**src/rtl/br_resolve_pkg.sv**
```systemverilog
// rtl/br_resolve_pkg.sv - shared types and constants for the branch resolution stage
//
// Contents:
//   BR_W, BR_ADDR_W - operand and PC widths that the payload structs are built on
//   BR_INSN_BYTES   - fall-through distance between sequential branch PCs
//   cond_t          - 3-bit branch condition code
//   s1_pl_t         - operand-register payload (cond, a, b, pc, target, pred_taken)
//   s2_res_t        - result-register payload (taken, mispredict, redirect_pc)
//   seq_pc()        - fall-through PC, wraps modulo 2^BR_ADDR_W

package br_resolve_pkg;

   localparam int unsigned BR_W          = 32;
   localparam int unsigned BR_ADDR_W     = 32;
   localparam int unsigned BR_INSN_BYTES = 4;

   typedef enum logic [2:0] {
      COND_EQ     = 3'b000,
      COND_NE     = 3'b001,
      COND_ALWAYS = 3'b010,
      COND_NEVER  = 3'b011,
      COND_LT     = 3'b100,
      COND_GE     = 3'b101,
      COND_LTU    = 3'b110,
      COND_GEU    = 3'b111
   } cond_t;

   typedef struct packed {
      cond_t                cond;
      logic [BR_W-1:0]      a;
      logic [BR_W-1:0]      b;
      logic [BR_ADDR_W-1:0] pc;
      logic [BR_ADDR_W-1:0] target;
      logic                 pred_taken;
   } s1_pl_t;

   typedef struct packed {
      logic                 taken;
      logic                 mispredict;
      logic [BR_ADDR_W-1:0] redirect_pc;
   } s2_res_t;

   function automatic logic [BR_ADDR_W-1:0] seq_pc(input logic [BR_ADDR_W-1:0] pc);
      return pc + BR_ADDR_W'(BR_INSN_BYTES);
   endfunction

endpackage

```
**src/rtl/br_resolve_cmp.sv**
```systemverilog
// rtl/br_resolve_cmp.sv - W-bit magnitude comparator, signed or unsigned by parameter
//
// Parameters:
//   W         - operand width
//   IS_SIGNED - 1: two's-complement compare, 0: unsigned compare
// Ports:
//   a, b       - operands (exactly W bits, no extension)
//   eq, gt, lt - a == b, a > b, a < b

module br_resolve_cmp #(
   parameter int W         = 32,
   parameter bit IS_SIGNED = 1'b0
) (
   input  logic [W-1:0] a,
   input  logic [W-1:0] b,
   output logic         eq,
   output logic         gt,
   output logic         lt
);

   always_comb begin
      eq = (a == b);
      if (IS_SIGNED) begin
         gt = ($signed(a) > $signed(b));
         lt = ($signed(a) < $signed(b));
      end else begin
         gt = (a > b);
         lt = (a < b);
      end
   end

endmodule

```
**src/rtl/br_resolve.sv**
```systemverilog
// rtl/br_resolve.sv - two-stage branch resolution with valid/ready handshake and squash
//
// Optional feature macro: BR_RESOLVE_STATS_EN (adds o_br_cnt / o_mispred_cnt)
// Ports:
//   clk, arst_n        - clock (rising edge), asynchronous active-low reset
//   i_valid, o_ready   - input handshake for a branch op
//   i_cond             - condition code (cond_t encoding)
//   i_a, i_b           - operands
//   i_pc, i_target     - branch PC and taken target
//   i_pred_taken       - front-end direction prediction
//   i_flush            - kill everything in flight, highest priority
//   o_valid, i_ready   - output handshake for the resolved result
//   o_taken            - resolved direction
//   o_mispredict       - resolved direction differs from prediction
//   o_redirect_pc      - taken ? target : pc + 4
//   o_br_cnt           - (stats build) saturating count of result handshakes
//   o_mispred_cnt      - (stats build) saturating count of mispredicting handshakes

module br_resolve
   import br_resolve_pkg::*;
#(
   parameter int W      = BR_W,
   parameter int ADDR_W = BR_ADDR_W
) (
   input  logic              clk,
   input  logic              arst_n,
   input  logic              i_valid,
   output logic              o_ready,
   input  logic [2:0]        i_cond,
   input  logic [W-1:0]      i_a,
   input  logic [W-1:0]      i_b,
   input  logic [ADDR_W-1:0] i_pc,
   input  logic [ADDR_W-1:0] i_target,
   input  logic              i_pred_taken,
   input  logic              i_flush,
   output logic              o_valid,
   input  logic              i_ready,
   output logic              o_taken,
   output logic              o_mispredict,
   output logic [ADDR_W-1:0] o_redirect_pc
`ifdef BR_RESOLVE_STATS_EN
   ,
   output logic [31:0]       o_br_cnt,
   output logic [31:0]       o_mispred_cnt
`endif
);

   s1_pl_t  s1_q;
   logic    s1_valid;
   s2_res_t s2_q;
   logic    s2_valid;
   s2_res_t res;

   logic s2_load, s1_advance, squash, accept, taken;
   logic s_eq, s_gt, s_lt, u_eq, u_gt, u_lt;
   logic cmp_unused;

   br_resolve_cmp #(.W(W), .IS_SIGNED(1'b1)) u_cmp_s (
      .a(s1_q.a), .b(s1_q.b), .eq(s_eq), .gt(s_gt), .lt(s_lt)
   );

   br_resolve_cmp #(.W(W), .IS_SIGNED(1'b0)) u_cmp_u (
      .a(s1_q.a), .b(s1_q.b), .eq(u_eq), .gt(u_gt), .lt(u_lt)
   );

   // Equality is taken from the signed instance; the remaining flags are not needed.
   assign cmp_unused = s_gt ^ u_gt ^ u_eq;

   assign s2_load    = ~s2_valid | i_ready;
   assign s1_advance = s1_valid & s2_load;
   // A mispredict leaving S2 makes whatever sits in S1 wrong-path work.
   assign squash     = s2_valid & i_ready & s2_q.mispredict;
   assign o_ready    = (~s1_valid | s1_advance) & ~squash & ~i_flush;
   assign accept     = i_valid & o_ready;

   always_comb begin
      taken = 1'b0;
      case (s1_q.cond)
         COND_EQ:     taken = s_eq;
         COND_NE:     taken = ~s_eq;
         COND_ALWAYS: taken = 1'b1;
         COND_NEVER:  taken = 1'b0;
         COND_LT:     taken = s_lt;
         COND_GE:     taken = ~s_lt;
         COND_LTU:    taken = u_lt;
         COND_GEU:    taken = ~u_lt;
         default:     taken = 1'b0;
      endcase
      res.taken       = taken;
      res.mispredict  = taken ^ s1_q.pred_taken;
      res.redirect_pc = taken ? s1_q.target : seq_pc(s1_q.pc);
   end

   always_ff @(posedge clk or negedge arst_n) begin
      if (!arst_n) begin
         s1_valid <= 1'b0;
         s1_q     <= '0;
      end else if (i_flush) begin
         s1_valid <= 1'b0;
      end else if (accept) begin
         s1_valid <= 1'b1;
         s1_q     <= '{cond: cond_t'(i_cond), a: i_a, b: i_b, pc: i_pc,
                       target: i_target, pred_taken: i_pred_taken};
      end else if (s1_advance | squash) begin
         s1_valid <= 1'b0;
      end
   end

   always_ff @(posedge clk or negedge arst_n) begin
      if (!arst_n) begin
         s2_valid <= 1'b0;
         s2_q     <= '0;
      end else if (i_flush) begin
         s2_valid <= 1'b0;
      end else if (s2_load) begin
         s2_valid <= s1_valid & ~squash;
         if (s1_valid & ~squash) begin
            s2_q <= res;
         end
      end
   end

   assign o_valid       = s2_valid;
   assign o_taken       = s2_q.taken;
   assign o_mispredict  = s2_q.mispredict;
   assign o_redirect_pc = s2_q.redirect_pc;

`ifdef BR_RESOLVE_STATS_EN
   always_ff @(posedge clk or negedge arst_n) begin
      if (!arst_n) begin
         o_br_cnt      <= '0;
         o_mispred_cnt <= '0;
      end else if (s2_valid & i_ready) begin
         if (o_br_cnt != '1) begin
            o_br_cnt <= o_br_cnt + 32'd1;
         end
         if (s2_q.mispredict && (o_mispred_cnt != '1)) begin
            o_mispred_cnt <= o_mispred_cnt + 32'd1;
         end
      end
   end
`endif

endmodule

```
**config.mk**
```make
export PLATFORM = sky130hd
export DESIGN_NAME = br_resolve
export DESIGN_NICKNAME = d
export VERILOG_FILES = /design/src/rtl/br_resolve_pkg.sv /design/src/rtl/br_resolve_cmp.sv /design/src/rtl/br_resolve.sv
export SDC_FILE = /design/constraint.sdc
export NUM_CORES = 1
export LEC_CHECK = 0
export CORE_MARGIN = 2
export CORE_UTILIZATION = 45
export CTS_BUF_LIST = sky130_fd_sc_hd__clkbuf_16
export CTS_CLUSTER_SIZE = 16
export DETAILED_ROUTE_END_ITERATION = 7
export PLACE_DENSITY_LB_ADDON = 0.15
export SLEW_MARGIN = 10
export SYNTH_ARGS = -nofsm -noshare
export SYNTH_HDL_FRONTEND = slang
export SYNTH_SLANG_ARGS = --single-unit
```
**constraint.sdc**
```tcl
create_clock -name clk -period 6.64 [get_ports clk]
set_input_delay 1.992 -clock clk [delete_from_list [all_inputs] [get_ports clk]]
set_output_delay 1.992 -clock clk [all_outputs]
set_load 0.02 [all_outputs]
```
== Word-level counts from Yosys, hierarchy flattened ==
Index checks and enable logic that the tools add are counted.
Word-level totals
  register bits: 168
  input bits: 137
  output and inout bits: 36
  logic and storage cells: 52
Operators by class
  add/subtract/negate cells: 1
  magnitude comparators: 2
  equality and inequality tests: 8
  muxes and demuxes: 7
  bitwise gates (word level): 18
  reductions and logical operators: 5
Operators with widths (number)
  32-bit less-than comparator: 2
  32-bit by 3-bit adder with 32-bit output, second input constant: 1
  32-bit equality test: 1
  32-bit 2-to-1 mux: 1
  3-bit equality test, second input constant: 4
  1-bit one-hot mux with 8 select lines: 1
  1-bit bitwise AND: 7
  1-bit NOT: 7
  3-bit by 2-bit equality test with 1-bit output, second input constant: 2
  1-bit 2-to-1 mux: 5
  3-bit by 1-bit equality test with 1-bit output, second input constant: 1
  3-bit zero test: 1
  1-bit OR: 3
  3-bit AND reduction: 1
  3-bit nonzero test: 1
  2-bit AND reduction: 1
  2-bit nonzero test: 1
  1-bit bitwise XOR: 1

== Logic depth before layout (Yosys ltp) ==
Gate-level depths: netlist of run 1.
  word-level depth: 9
  depth in mapped cells: 11
  gate-level depth less buffers: 10

== Modules after synthesis ==
From an unflattened synthesis of run 1, not the netlist that was laid out.
Unflattened totals
  cells, all modules: 799
  area total of the unflattened synthesis: 8949.8 µm²
By module, submodules not included
  br_resolve: times used 1, cells each 566, area each 7254.5 µm², seq. area each 4204.0 µm²
  br_resolve_cmp (u_cmp_u): times used 1, cells each 114, area each 850.8 µm², seq. area each 0.0 µm²
  br_resolve_cmp (u_cmp_s): times used 1, cells each 119, area each 844.6 µm², seq. area each 0.0 µm²

== Least setup slack after synthesis of run 1 ==
OpenSTA, ideal clock, no wires.
  path type: input port to output port
  start point: input port i_ready
  end point: output port o_ready
  arrival time: 2691 ps
  data required time: 4648 ps
  setup slack: 1957 ps
  stages on the path: 2
  path buffers: 0
  cell sequence: mux2_2 > a21oi_1
Between the ends
  word-level cells in the longest chain between the ends: 5
  elaborated cells on any way between the ends: 8
  those cells by class: 8 x bitwise
Ends and longest elaborated chain
  from (decl): line br_resolve.sv:37  | input logic i_ready,
  1-bit OR or 1-bit bitwise AND (tied branches): line br_resolve.sv:69, br_resolve.sv:72
  1-bit bitwise AND (on tied branches): line br_resolve.sv:70, br_resolve.sv:72
  1-bit OR or 1-bit NOT (tied branches): line br_resolve.sv:73  | assign o_ready = (~s1_valid | s1_advance) & ~squash & ~i_flush;
  1-bit bitwise AND (*) (2 in series): line br_resolve.sv:73
  to (decl): line br_resolve.sv:28  | output logic o_ready,
Every way passes the cells marked *; elsewhere a longest branch is shown, timed or not.

== Final worst setup path of run 1 ==
Same ends and word-level chain as after synthesis.

==> Flow_metrics.wiki, run 1 <==
{| class="wikitable"
! Metric !! Value
|-
| Final-layout worst hold slack || 0.4856 ns
|-
| PostCTS Resize Cnt || 0
|-
| Clock tree sinks || 168
|-
| Clock tree root buffer cell || sky130_fd_sc_hd__clkbuf_16
|-
| Count of max-cap constraint violations || 0
|-
| CTS HTree Levels || 4
|-
| Synthesis-stage register bit count || 168
|-
| Final setup violation count || 0
|-
| IR drop worst, VDD || between 0.2 and 0.25 mV
|-
| Cell count after placement || between 1k and 1.5k
|-
| Post-DP HPWL || 13,420 µm
|-
| Leakage || 4.435 nW
|-
| Maximum fanout along the worst path || 4
|-
| Async S/R FF share, synth || 1.000
|-
| Setup TNS Final || 0 ns
|-
| Outcome || completed
|-
| Final hold violation count || 0
|-
| Remaining design rule violation count || 0
|-
| Leftover overflow at the end of global routing || 0
|-
| Cell types with the largest area share after synthesis || sky130_fd_sc_hd__dfrtp_1 (52%), sky130_fd_sc_hd__mux2_2 (14%), sky130_fd_sc_hd__ha_1 (5.1%)
|-
| Layout Cells excl Fill || about 1.1k
|-
| Worst relative slew slack || 0.3595
|-
| Final number of max-transition violations || 0
|-
| Postcts setup bufs || 0
|-
| Most frequent cells after synthesis || sky130_fd_sc_hd__dfrtp_1 (168), sky130_fd_sc_hd__mux2_2 (99), sky130_fd_sc_hd__nand2_1 (86)
|-
| Global-route total usage across every layer || 0.2001
|-
| Number of placed I/O pins || 173
|-
| Antenna violations before repair || 1
|-
| Sum of routed wire length over all layers || 18,560 µm
|-
| Dominant cell by count in the synthesized netlist || sky130_fd_sc_hd__dfrtp_1
|-
| Final Cycle Share || 0.8590
|-
| Final Net Count || 1,056
|-
| Final estimated routing congestion in global placement || 0.8112
|-
| Floorplan die area || 0.01921 mm²
|-
| Class of the tightest hold or removal check || reg -> reg
|-
| Setup crit start kind || input pin
|-
| Critical path start-end classification || in -> out
|-
| Number of fillers in the final layout || 1,478
|-
| Most area-hungry cell type in the Yosys netlist || sky130_fd_sc_hd__dfrtp_1
|-
| Mapped Area || approximately 0.0082 mm²
|-
| Detailed-routing iteration count for the pre-antenna-repair pass || 4
|-
| Vertical die dimension || 138.6 µm
|-
| Summed area of non-filler cells in the final layout || around 0.011 mm²
|-
| Post-detailed-placement cell area || approximately 0.010 mm²
|-
| Total number of vias || around 6k
|-
| Final antenna diode count || 0
|-
| Cell area power density || 333.3 mW/mm²
|-
| Maximum clock frequency || about 0.18 GHz
|-
| Port bufs || around 170
|-
| Placeable core region || 0.01784 mm²
|-
| Transition time at the pin with the least slew margin || 0.9571 ns
|-
| YS warnings || 0
|-
| Ratio of routed vias to standard cells || 5.223
|-
| Clk slew on worst S/H paths || 0.06 ns
|-
| Dominant synthesized flop cell || sky130_fd_sc_hd__dfrtp_1
|-
| Layout cell share with drive strength beyond 1 || 0.1924
|-
| Initial detailed-routing violation count || 230
|-
| Worst EP arrival || 3.71 ns
|-
| DRT antenna net count || 0
|-
| Wire length of the first global-routing pass || 30,870 µm
|-
| Standard-cell rows || 49
|-
| CP endpoint kind || primary output
|-
| Finished Core Util || 0.5936
|-
| Time the final worst path needs with I/O delays and setup || around 5.7 ns
|-
| Library cells used by synthesis || 46
|-
| Mapped Cells || 725
|-
| Maximum root-to-sink buffer count || 2
|-
| Initial core utilization || 0.4569
|-
| Setup repair after global routing missed its margin || false
|-
| Later-pin clock latency in the skew report || between 0.4 and 0.5 ns
|-
| Syn avg cell area || ~11 µm²
|-
| Die width || 138.6 µm
|-
| Number of clock buffers inserted by TritonCTS || 17
|-
| Top-area cell type share of the netlist area || 0.5157
|-
| EDFF count, synth || 0
|-
| Clock tree from TritonCTS || built
|-
| Synth-to-layout area growth || 29.92%
|-
| Syn nets || ~900
|-
| Number of hold buffers added after CTS || 0
|-
| Worst clock skew || approximately 0.0098 ns
|-
| Req. time, crit path || 4.65 ns
|-
| Post-synthesis sequential area ratio || 0.5157
|-
| Number of global-route vias before repair || 6,247
|-
| Largest net degree at the start of global routing || 91
|-
| Routed wirelength normalized by instance count || 16.45 µm
|}
-- through the flow --
stage | power (mW) | setup slack [ns]
floorplan | 2.157 | 1.957
CTS | 3.567 | 0.9279
finish | 3.530 | 0.9364
global placement | 2.575 | 0.9822
detailed placement | 2.619 | 0.9366
global route | 3.746 | 0.8753
-- report_power, final --
| group | internal, mW | switching, mW | leakage [nW] |
|---|---|---|---|
| sequential | 1.27 | 0.163 | 2.01 |
| combinational | 0.563 | 0.594 | 2.16 |
| clock | 0.547 | 0.397 | 0.272 |
-- cells by family after synthesis --
logic type	after synthesis	synth area share
XOR/XNOR	30	0.03223
multiplexers	99	0.1368
adder cells (fa/ha/maj)	33	0.05065
buffers and inverters	75	0.04190
AND/OR/NAND/NOR	184	0.1065
AO/OA/AOI/OAI	136	0.1162
flip-flops	168	0.5157
-- cells in the final DEF, fill, tap and decap left out, types with 3 or more instances in the layout --
cell                              synthesis  final
sky130_fd_sc_hd__clkdlybuf4s50_1          0    171
sky130_fd_sc_hd__o21ai_1                  4      4
sky130_fd_sc_hd__clkinv_4                 0      3
sky130_fd_sc_hd__and4_1                   4      4
sky130_fd_sc_hd__nand3_1                 17     17
sky130_fd_sc_hd__xor2_1                  12     12
sky130_fd_sc_hd__dfrtp_1                168    168
sky130_fd_sc_hd__nand4_1                 11     11
sky130_fd_sc_hd__ha_1                    33     33
sky130_fd_sc_hd__o21ai_0                 40     40
sky130_fd_sc_hd__xnor2_1                 18     18
sky130_fd_sc_hd__buf_4                    3      8
sky130_fd_sc_hd__clkinv_1                 0      4
sky130_fd_sc_hd__clkbuf_16                0     17
sky130_fd_sc_hd__o31ai_2                 26     26
sky130_fd_sc_hd__a21oi_1                 44     44
sky130_fd_sc_hd__nor2_1                  20     20
sky130_fd_sc_hd__clkinv_2                 0      4
sky130_fd_sc_hd__mux2_2                  99     99
sky130_fd_sc_hd__nor3_1                  30     30
sky130_fd_sc_hd__nand2_1                 86     86
sky130_fd_sc_hd__o31ai_1                  3      3
sky130_fd_sc_hd__inv_1                   37     37
sky130_fd_sc_hd__a31oi_1                  5      5
-- path summary, 6_finish.rpt --
check / slack, ns / start / depth (start not counted) / to
max: 0.94 / i_ready / 4 / o_ready
min: 0.49 / o_redirect_pc[21] / 2 / o_redirect_pc[21]
max reg2reg: 3.10 / s1_q[128] / 9 / o_redirect_pc[15]
min reg2reg: 0.49 / o_redirect_pc[21] / 2 / o_redirect_pc[21]
max in group asynchronous: 3.90 / arst_n / 2 / s1_q[61]
min in group asynchronous: 1.65 / arst_n / 1 / o_redirect_pc[15]
-- layout make-up --
cell class / count / area, µm² / share of cell area
sequential: 168 / 4204 / 0.3970
multi-input combinational: 482 / 3616 / 0.3414
timing repair buffer: 180 / 1783 / 0.1684
clock buffer: 17 / 425.4 / 0.04017
tap: 229 / 286.5 / 0.02706
inverter: 37 / 138.9 / 0.01311
clock inverter: 15 / 136.4 / 0.01288
-- metal layers --
metal  vias to the layer above  routed length, µm  part of all wire  GRT usage
met4                         0                265             0.014    0.05747
met3                        22               1074             0.058    0.05214
met5                         -                  0                 0          0
met1                      2851               8230              0.44     0.2568
li1                       2872                  -                 -          -
met2                       147               8985              0.48     0.3369
-- state kept, by name (all words and copies together), names as in the netlist --
signal	cells
s1_valid	1
o_redirect_pc	32
s1_q	132
o_mispredict	1
o_taken	1
o_valid	1
-- worst max-delay path, cell delays in order --
cell and delay, ns:
sky130_fd_sc_hd__clkdlybuf4s50_1 0.54, sky130_fd_sc_hd__mux2_2 0.36, sky130_fd_sc_hd__a21oi_1 0.19, sky130_fd_sc_hd__clkdlybuf4s50_1 0.63
Note: power is estimated with default switching activity, not from simulation.
==> inputs of run 2 (changes only) <==
--- a/config.mk
+++ b/config.mk
@@ -6,7 +6,7 @@
 export NUM_CORES = 1
 export LEC_CHECK = 0
 export CORE_MARGIN = 2
-export CORE_UTILIZATION = 45
+export CORE_UTILIZATION = 55
 export CTS_BUF_LIST = sky130_fd_sc_hd__clkbuf_16
 export CTS_CLUSTER_SIZE = 16
 export DETAILED_ROUTE_END_ITERATION = 7
==> run 2 against run 1 <==
  * Critical path depth unchanged
  * Clock skew shrank 0.00086 ns
  * Non-clock buffer count down 2
  * Routed wire length is 2.2% lower
  * Maximum frequency increased by 0.24%
  * Flip-flop and latch count is the same
  * Die area shrank 18%
  * Design area is 0.12% higher
  * Critical endpoint unchanged
==> Flow_metrics.wiki, run 2 (synthesis results as in run 1) <==
{| class="wikitable"
! Metric !! Value
|-
| Placeable core region || 0.01453 mm² (was 0.01784 mm²)
|-
| PostCTS Resize Cnt || 0 (unchanged)
|-
| IR drop worst, VDD || 0.2042 mV (was 0.2307 mV)
|-
| Layout cell share with drive strength beyond 1 || 0.1940 (was 0.1924)
|-
| Global-route total usage across every layer || 0.2347 (was 0.2001)
|-
| Clk slew on worst S/H paths || 0.07 ns (was 0.06 ns)
|-
| Die width || 125.7 µm (was 138.6 µm)
|-
| Worst relative slew slack || 0.3320 (was 0.3595)
|-
| Reg2reg end || o_redirect_pc[30] (was o_redirect_pc[15])
|-
| Number of hold buffers added after CTS || 0 (unchanged)
|-
| Port bufs || 172 (unchanged)
|-
| Final setup violation count || 0 (unchanged)
|-
| Post-detailed-placement cell area || 0.009970 mm² (was 0.01003 mm²)
|-
| Number of fillers in the final layout || 1,037 (was 1,478)
|-
| Number of global-route vias before repair || 6,092 (was 6,247)
|-
| Final estimated routing congestion in global placement || 0.8239 (was 0.8112)
|-
| Post-DP HPWL || 12,390 µm (was 13,420 µm)
|-
| CTS HTree Levels || 4 (unchanged)
|-
| Setup repair after global routing missed its margin || false (unchanged)
|-
| Number of clock buffers inserted by TritonCTS || 17 (unchanged)
|-
| Detailed-routing iteration count for the pre-antenna-repair pass || 4 (unchanged)
|-
| Final Cycle Share || 0.8570 (was 0.8590)
|-
| DRT antenna net count || 0 (unchanged)
|-
| Total number of vias || 5,987 (was 5,892)
|-
| Initial detailed-routing violation count || 345 (was 230)
|-
| Routed wirelength normalized by instance count || 16.79 µm (was 16.45 µm)
|-
| Count of max-cap constraint violations || 0 (unchanged)
|-
| Startpoint of the tightest hold check path || o_redirect_pc[15] (was o_redirect_pc[21])
|-
| Outcome || completed (unchanged)
|-
| Synth-to-layout area growth || 30.07% (was 29.92%)
|-
| Worst EP arrival || 3.70 ns (was 3.71 ns)
|-
| Clock tree from TritonCTS || built (unchanged)
|-
| Maximum root-to-sink buffer count || 2 (unchanged)
|-
| Req. time, crit path || 4.65 ns (about the same)
|-
| Sum of routed wire length over all layers || 18,150 µm (was 18,560 µm)
|-
| Class of the tightest hold or removal check || reg -> reg (unchanged)
|-
| Postcts setup bufs || 0 (unchanged)
|-
| Initial core utilization || 0.5609 (was 0.4569)
|-
| Vertical die dimension || 125.7 µm (was 138.6 µm)
|-
| Ratio of routed vias to standard cells || 5.538 (was 5.223)
|-
| Minimum setup slack among reg-to-reg paths || 3.08 ns (was 3.10 ns)
|-
| Commonest non-fill, non-tap cell in the layout || sky130_fd_sc_hd__clkdlybuf4s50_1 (unchanged)
|-
| Critical path start-end classification || in -> out (unchanged)
|-
| Setup crit start kind || input pin (unchanged)
|-
| FF-to-FF path depth || 9 (unchanged)
|-
| Maximum fanout along the worst path || 4 (unchanged)
|-
| CP endpoint kind || primary output (unchanged)
|-
| Floorplan die area || 0.01581 mm² (was 0.01921 mm²)
|-
| Worst-case hold path end point || o_redirect_pc[15] (was o_redirect_pc[21])
|-
| Cell area power density || 344.0 mW/mm² (was 333.3 mW/mm²)
|-
| Wire length of the first global-routing pass || 29,730 µm (was 30,870 µm)
|-
| Leftover overflow at the end of global routing || 0 (unchanged)
|-
| Clock tree sinks || 168 (unchanged)
|-
| Final hold violation count || 0 (unchanged)
|-
| Clock tree root buffer cell || sky130_fd_sc_hd__clkbuf_16 (unchanged)
|-
| Standard-cell rows || 44 (was 49)
|-
| Leakage || 4.465 nW (was 4.435 nW)
|-
| Final antenna diode count || 0 (unchanged)
|-
| Antenna violations before repair || 0 (was 1)
|-
| Worst clock skew || 0.008939 ns (was 0.009801 ns)
|-
| Number of placed I/O pins || 173 (unchanged)
|-
| Final Net Count || 1,054 (was 1,056)
|-
| Setup TNS Final || 0 ns (unchanged)
|-
| Summed area of non-filler cells in the final layout || 0.01060 mm² (was 0.01059 mm²)
|-
| Flip-flop count of the largest register, all copies and words added || 132 (unchanged)
|-
| Time the final worst path needs with I/O delays and setup || 5.690 ns (was 5.704 ns)
|-
| Largest net degree at the start of global routing || 95 (was 91)
|-
| Number of cells traversed by the worst hold path || 2 (unchanged)
|-
| Launch instance of the worst register-to-register path || s1_q[127] (was s1_q[128])
|-
| Maximum clock frequency || 0.1757 GHz (was 0.1753 GHz)
|-
| Commonest cells after routing, fill and taps aside || sky130_fd_sc_hd__clkdlybuf4s50_1 (171), sky130_fd_sc_hd__dfrtp_1 (168), sky130_fd_sc_hd__mux2_2 (99) (unchanged)
|-
| Register name with the most flops || s1_q (unchanged)
|-
| Transition time at the pin with the least slew margin || 0.9982 ns (was 0.9571 ns)
|-
| Remaining design rule violation count || 0 (unchanged)
|-
| Final number of max-transition violations || 0 (unchanged)
|-
| Later-pin clock latency in the skew report || 0.42 ns (about the same)
|}
run 2: cell types whose count changed in the layout (fill, tap and decap cells not counted):
cell / change
sky130_fd_sc_hd__buf_12: +1
sky130_fd_sc_hd__bufinv_16: +3
sky130_fd_sc_hd__clkinv_2: +2
sky130_fd_sc_hd__clkinv_4: -2
sky130_fd_sc_hd__buf_4: -3
sky130_fd_sc_hd__clkinv_1: -3
run 2: final cells by class:
class                           count  area, µm²  area share
Sequential cell                   168       4204      0.3965
Clock buffer                       17      425.4     0.04012
Tap cell                          184      230.2     0.02171
Timing Repair Buffer              178       1780      0.1679
Multi-Input combinational cell    482       3616      0.3410
Clock inverter                     15      207.7     0.01959
Inverter                           37      138.9     0.01310
run 2: layer usage:
layer / wire length, µm / GRT usage
met2: 9034 / 0.3886
met4: 327 / 0.07886
met5: 0 / 0
met1: 7948 / 0.3059
met3: 842 / 0.05692
run 2: worst max-delay path: stages:
cell	delay, ns
sky130_fd_sc_hd__clkdlybuf4s50_1	0.52
sky130_fd_sc_hd__mux2_2	0.35
sky130_fd_sc_hd__a21oi_1	0.20
sky130_fd_sc_hd__clkdlybuf4s50_1	0.63
run 2: worst max path at each step:
stage	from	to	slack, ns	cells after the start
2_1_floorplan	i_ready	o_ready	1.96	2
3_3_place_gp	i_ready	o_ready	0.99	4
3_5_place_dp	i_ready	o_ready	0.96	4
4_1_cts	i_ready	o_ready	0.95	4
5_1_grt	i_ready	o_ready	0.90	4
6_report	i_ready	o_ready	0.95	4
run 2: per-stage QoR:
step | util | power (mW) | cells | hold WS [ns] | worst slack [ns]
after global routing | 0.7295 | 3.852 | 1081 | 0.5064 | 0.8979
final | 0.7295 | 3.648 | 1081 | 0.4834 | 0.9498
after floorplan | - | 2.157 | 725 | 0.4772 | 1.957
after detailed placement | 0.6860 | 2.605 | 1049 | 0.4744 | 0.9592
after global placement | 0.6860 | 2.558 | 1049 | 0.4592 | 0.9907
after CTS | 0.7295 | 3.676 | 1081 | 0.4881 | 0.9463
run 2: where the power goes:
group          internal [mW]  leakage, nW  switching (mW)
clock                  0.662        0.310           0.396
combinational          0.563         2.15           0.600
sequential              1.27         2.01           0.160
==> inputs of run 3 (changes only) <==
--- a/config.mk
+++ b/config.mk
@@ -5,11 +5,13 @@
 export SDC_FILE = /design/constraint.sdc
 export NUM_CORES = 1
 export LEC_CHECK = 0
+export CAP_MARGIN = 10
 export CORE_MARGIN = 2
 export CORE_UTILIZATION = 55
 export CTS_BUF_LIST = sky130_fd_sc_hd__clkbuf_16
 export CTS_CLUSTER_SIZE = 16
 export DETAILED_ROUTE_END_ITERATION = 7
+export DONT_BUFFER_PORTS = 1
 export PLACE_DENSITY_LB_ADDON = 0.15
 export SLEW_MARGIN = 10
 export SYNTH_ARGS = -nofsm -noshare
==> run 3 against run 2 <==
  * Critical path depth is 2 lower
  * Worst hold slack gained 0.022 ns
  * Maximum frequency grew 20%
  * Count of clock-buffer cells in the layout unchanged
  * Flip-flop and latch count is the same
  * First-iteration DRC count decreased by 8.4%
  * Highest routed layer is now met5
==> Flow_metrics.wiki, run 3 (synthesis results as in run 1) <==
{| class="wikitable"
! Metric !! Value
|-
| Floorplan die area || 0.01581 mm² (unchanged)
|-
| Initial detailed-routing violation count || 316 (was 345)
|-
| Setup crit start kind || input pin (unchanged)
|-
| Flip-flop count of the largest register, all copies and words added || 132 (unchanged)
|-
| Number of hold buffers added after CTS || 0 (unchanged)
|-
| Standard-cell rows || 44 (unchanged)
|-
| DRT antenna net count || 0 (unchanged)
|-
| Post-DP HPWL || 11,330 µm (was 12,390 µm)
|-
| Final Net Count || 881 (was 1,054)
|-
| CP delay by family, top || compound AO/OA/AOI/OAI gates (was buffers and inverters)
|-
| Clock tree sinks || 168 (unchanged)
|-
| Worst slack at placement || 1.915 ns (was 0.9592 ns)
|-
| FF-to-FF path depth || 9 (unchanged)
|-
| Cell count after placement || 876 (was 1,049)
|-
| Setup repair after global routing missed its margin || false (unchanged)
|-
| CP endpoint kind || primary output (unchanged)
|-
| Number of cells traversed by the worst hold path || 1 (was 2)
|-
| Routed wirelength normalized by instance count || 18.37 µm (was 16.79 µm)
|-
| Maximum clock frequency || 0.2114 GHz (was 0.1757 GHz)
|-
| Number of clock buffers inserted by TritonCTS || 17 (unchanged)
|-
| CTS HTree Levels || 4 (unchanged)
|-
| Sum of routed wire length over all layers || 16,720 µm (was 18,150 µm)
|-
| Clock tree from TritonCTS || built (unchanged)
|-
| Cell-by-cell listing of the critical path || mux2_2 > a21oi_1 (was clkdlybuf4s50_1 > mux2_2 > a21oi_1 > clkdlybuf4s50_1)
|-
| Maximum fanout along the worst path || 4 (unchanged)
|-
| Commonest non-fill, non-tap cell in the layout || sky130_fd_sc_hd__dfrtp_1 (was sky130_fd_sc_hd__clkdlybuf4s50_1)
|-
| Critical path start-end classification || in -> out (unchanged)
|-
| Minimum setup slack among reg-to-reg paths || 3.11 ns (was 3.08 ns)
|-
| Leftover overflow at the end of global routing || 0 (unchanged)
|-
| Total number of vias || 5,248 (was 5,987)
|-
| Highest-delay cell along the critical path || sky130_fd_sc_hd__a21oi_1 (was sky130_fd_sc_hd__clkdlybuf4s50_1)
|-
| Biggest cell delay along the critical path || 0.44 ns (was 0.63 ns)
|-
| Layout cell share with drive strength beyond 1 || 0.2376 (was 0.1940)
|-
| Final setup violation count || 0 (unchanged)
|-
| Worst relative slew slack || 0.3499 (was 0.3320)
|-
| Port bufs || 0 (was 172)
|-
| IR drop worst, VDD || 0.2309 mV (was 0.2042 mV)
|-
| Setup TNS Final || 0 ns (unchanged)
|-
| Req. time, crit path || 4.65 ns (about the same)
|-
| Maximum root-to-sink buffer count || 2 (unchanged)
|-
| Die width || 125.7 µm (unchanged)
|-
| Worst clock skew || 0.01210 ns (was 0.008939 ns)
|-
| Clock tree root buffer cell || sky130_fd_sc_hd__clkbuf_16 (unchanged)
|-
| Leakage || 3.777 nW (was 4.465 nW)
|-
| Smallest setup slack after layout || 1.910 ns (was 0.9498 ns)
|-
| Largest net degree at the start of global routing || 169 (was 95)
|-
| Initial core utilization || 0.5609 (unchanged)
|-
| Number of global-route vias before repair || 5,548 (was 6,092)
|-
| Commonest cells after routing, fill and taps aside || sky130_fd_sc_hd__dfrtp_1 (168), sky130_fd_sc_hd__mux2_2 (99), sky130_fd_sc_hd__nand2_1 (86) (was sky130_fd_sc_hd__clkdlybuf4s50_1 (171), sky130_fd_sc_hd__dfrtp_1 (168), sky130_fd_sc_hd__mux2_2 (99))
|-
| Detailed-routing iteration count for the pre-antenna-repair pass || 5 (was 4)
|-
| Outcome || completed (unchanged)
|-
| Class of the tightest hold or removal check || reg -> reg (unchanged)
|-
| Postcts setup bufs || 0 (unchanged)
|-
| Antenna violations before repair || 3 (was 0)
|-
| Reg2reg end || o_redirect_pc[9] (was o_redirect_pc[30])
|-
| Final hold violation count || 0 (unchanged)
|-
| Startpoint of the tightest hold check path || s1_q[1] (was o_redirect_pc[15])
|-
| Vertical die dimension || 125.7 µm (unchanged)
|-
| PostCTS Resize Cnt || 0 (unchanged)
|-
| Transition time at the pin with the least slew margin || 0.9715 ns (was 0.9982 ns)
|-
| Count of max-cap constraint violations || 0 (unchanged)
|-
| Cell area power density || 376.1 mW/mm² (was 344.0 mW/mm²)
|-
| Placeable core region || 0.01453 mm² (unchanged)
|-
| Later-pin clock latency in the skew report || 0.43 ns (was 0.42 ns)
|-
| Final number of max-transition violations || 0 (unchanged)
|-
| Worst EP arrival || 2.74 ns (was 3.70 ns)
|-
| Clk slew on worst S/H paths || 0.06 ns (was 0.07 ns)
|-
| Wire length of the first global-routing pass || 27,100 µm (was 29,730 µm)
|-
| Remaining design rule violation count || 0 (unchanged)
|-
| Synth-to-layout area growth || 8.810% (was 30.07%)
|-
| Time the final worst path needs with I/O delays and setup || 4.730 ns (was 5.690 ns)
|-
| Layout Cells excl Fill || 910 (was 1,081)
|-
| Final Cycle Share || 0.7124 (was 0.8570)
|-
| Final estimated routing congestion in global placement || 0.8143 (was 0.8239)
|-
| Worst-case hold path end point || s1_q[1] (was o_redirect_pc[15])
|-
| Buf/Inv on CP || 0 (was 2)
|-
| Number of fillers in the final layout || 1,177 (was 1,037)
|-
| Launch instance of the worst register-to-register path || s1_q[127] (unchanged)
|-
| Global-route total usage across every layer || 0.2155 (was 0.2347)
|-
| Register name with the most flops || s1_q (unchanged)
|-
| Number of placed I/O pins || 173 (unchanged)
|-
| Ratio of routed vias to standard cells || 5.767 (was 5.538)
|}
==> run 3: cell count changes in the layout (fill, tap and decap cells not counted) <==
cell	previous run	this run
sky130_fd_sc_hd__clkinv_2	6	2
sky130_fd_sc_hd__clkdlybuf4s50_1	171	0
sky130_fd_sc_hd__inv_6	0	2
sky130_fd_sc_hd__clkinvlp_4	2	3
sky130_fd_sc_hd__bufinv_16	5	4
sky130_fd_sc_hd__buf_6	1	0
sky130_fd_sc_hd__buf_4	5	4
sky130_fd_sc_hd__clkinv_4	1	3
sky130_fd_sc_hd__diode_2	0	2
==> run 3: cell type report <==
class,instances,area [µm²],area share
Sequential cell,168,4204,0.4740
Multi-Input combinational cell,482,3616,0.4077
Clock buffer,17,425.4,0.04796
Tap cell,184,230.2,0.02596
Clock inverter,15,200.2,0.02257
Inverter,37,138.9,0.01566
Timing Repair Buffer,5,50.05,0.005643
Antenna cell,2,5.005,0.0005643
==> run 3: how the worst max path moves through the flow <==
stage / start / depth (start not counted) / endpoint
floorplan: i_ready / 2 / o_ready
global placement: i_ready / 2 / o_ready
detailed placement: i_ready / 2 / o_ready
CTS: i_ready / 2 / o_ready
global route: i_ready / 2 / o_ready
finish: i_ready / 2 / o_ready
==> run 3: power by group <==
| group | leakage, nW | switching (mW) | internal (mW) |
|---|---|---|---|
| combinational | 1.47 | 0.400 | 0.336 |
| sequential | 2.01 | 0.297 | 1.27 |
| clock | 0.297 | 0.407 | 0.630 |
| total | 3.78 | 1.10 | 2.23 |
==> run 3: layer usage <==
layer	share of wire	global-route usage	routed length (µm)
met4	0.020	0.07757	333
met5	0.00078	0	13
met3	0.062	0.07307	1036
met1	0.43	0.2702	7258
met2	0.48	0.3507	8072
==> run 3: through the flow <==
stage | area [µm²] | hold slack (ns) | utilization | power (mW)
2_1_floorplan | 8152 | 0.4772 | - | 2.157
3_3_place_gp | 8239 | 0.4895 | 0.5669 | 2.281
3_5_place_dp | 8239 | 0.4935 | 0.5669 | 2.325
4_1_cts | 8865 | 0.5077 | 0.6099 | 3.374
5_1_grt | 8867 | 0.5268 | 0.6101 | 3.526
6_report | 8870 | 0.5054 | 0.6103 | 3.336
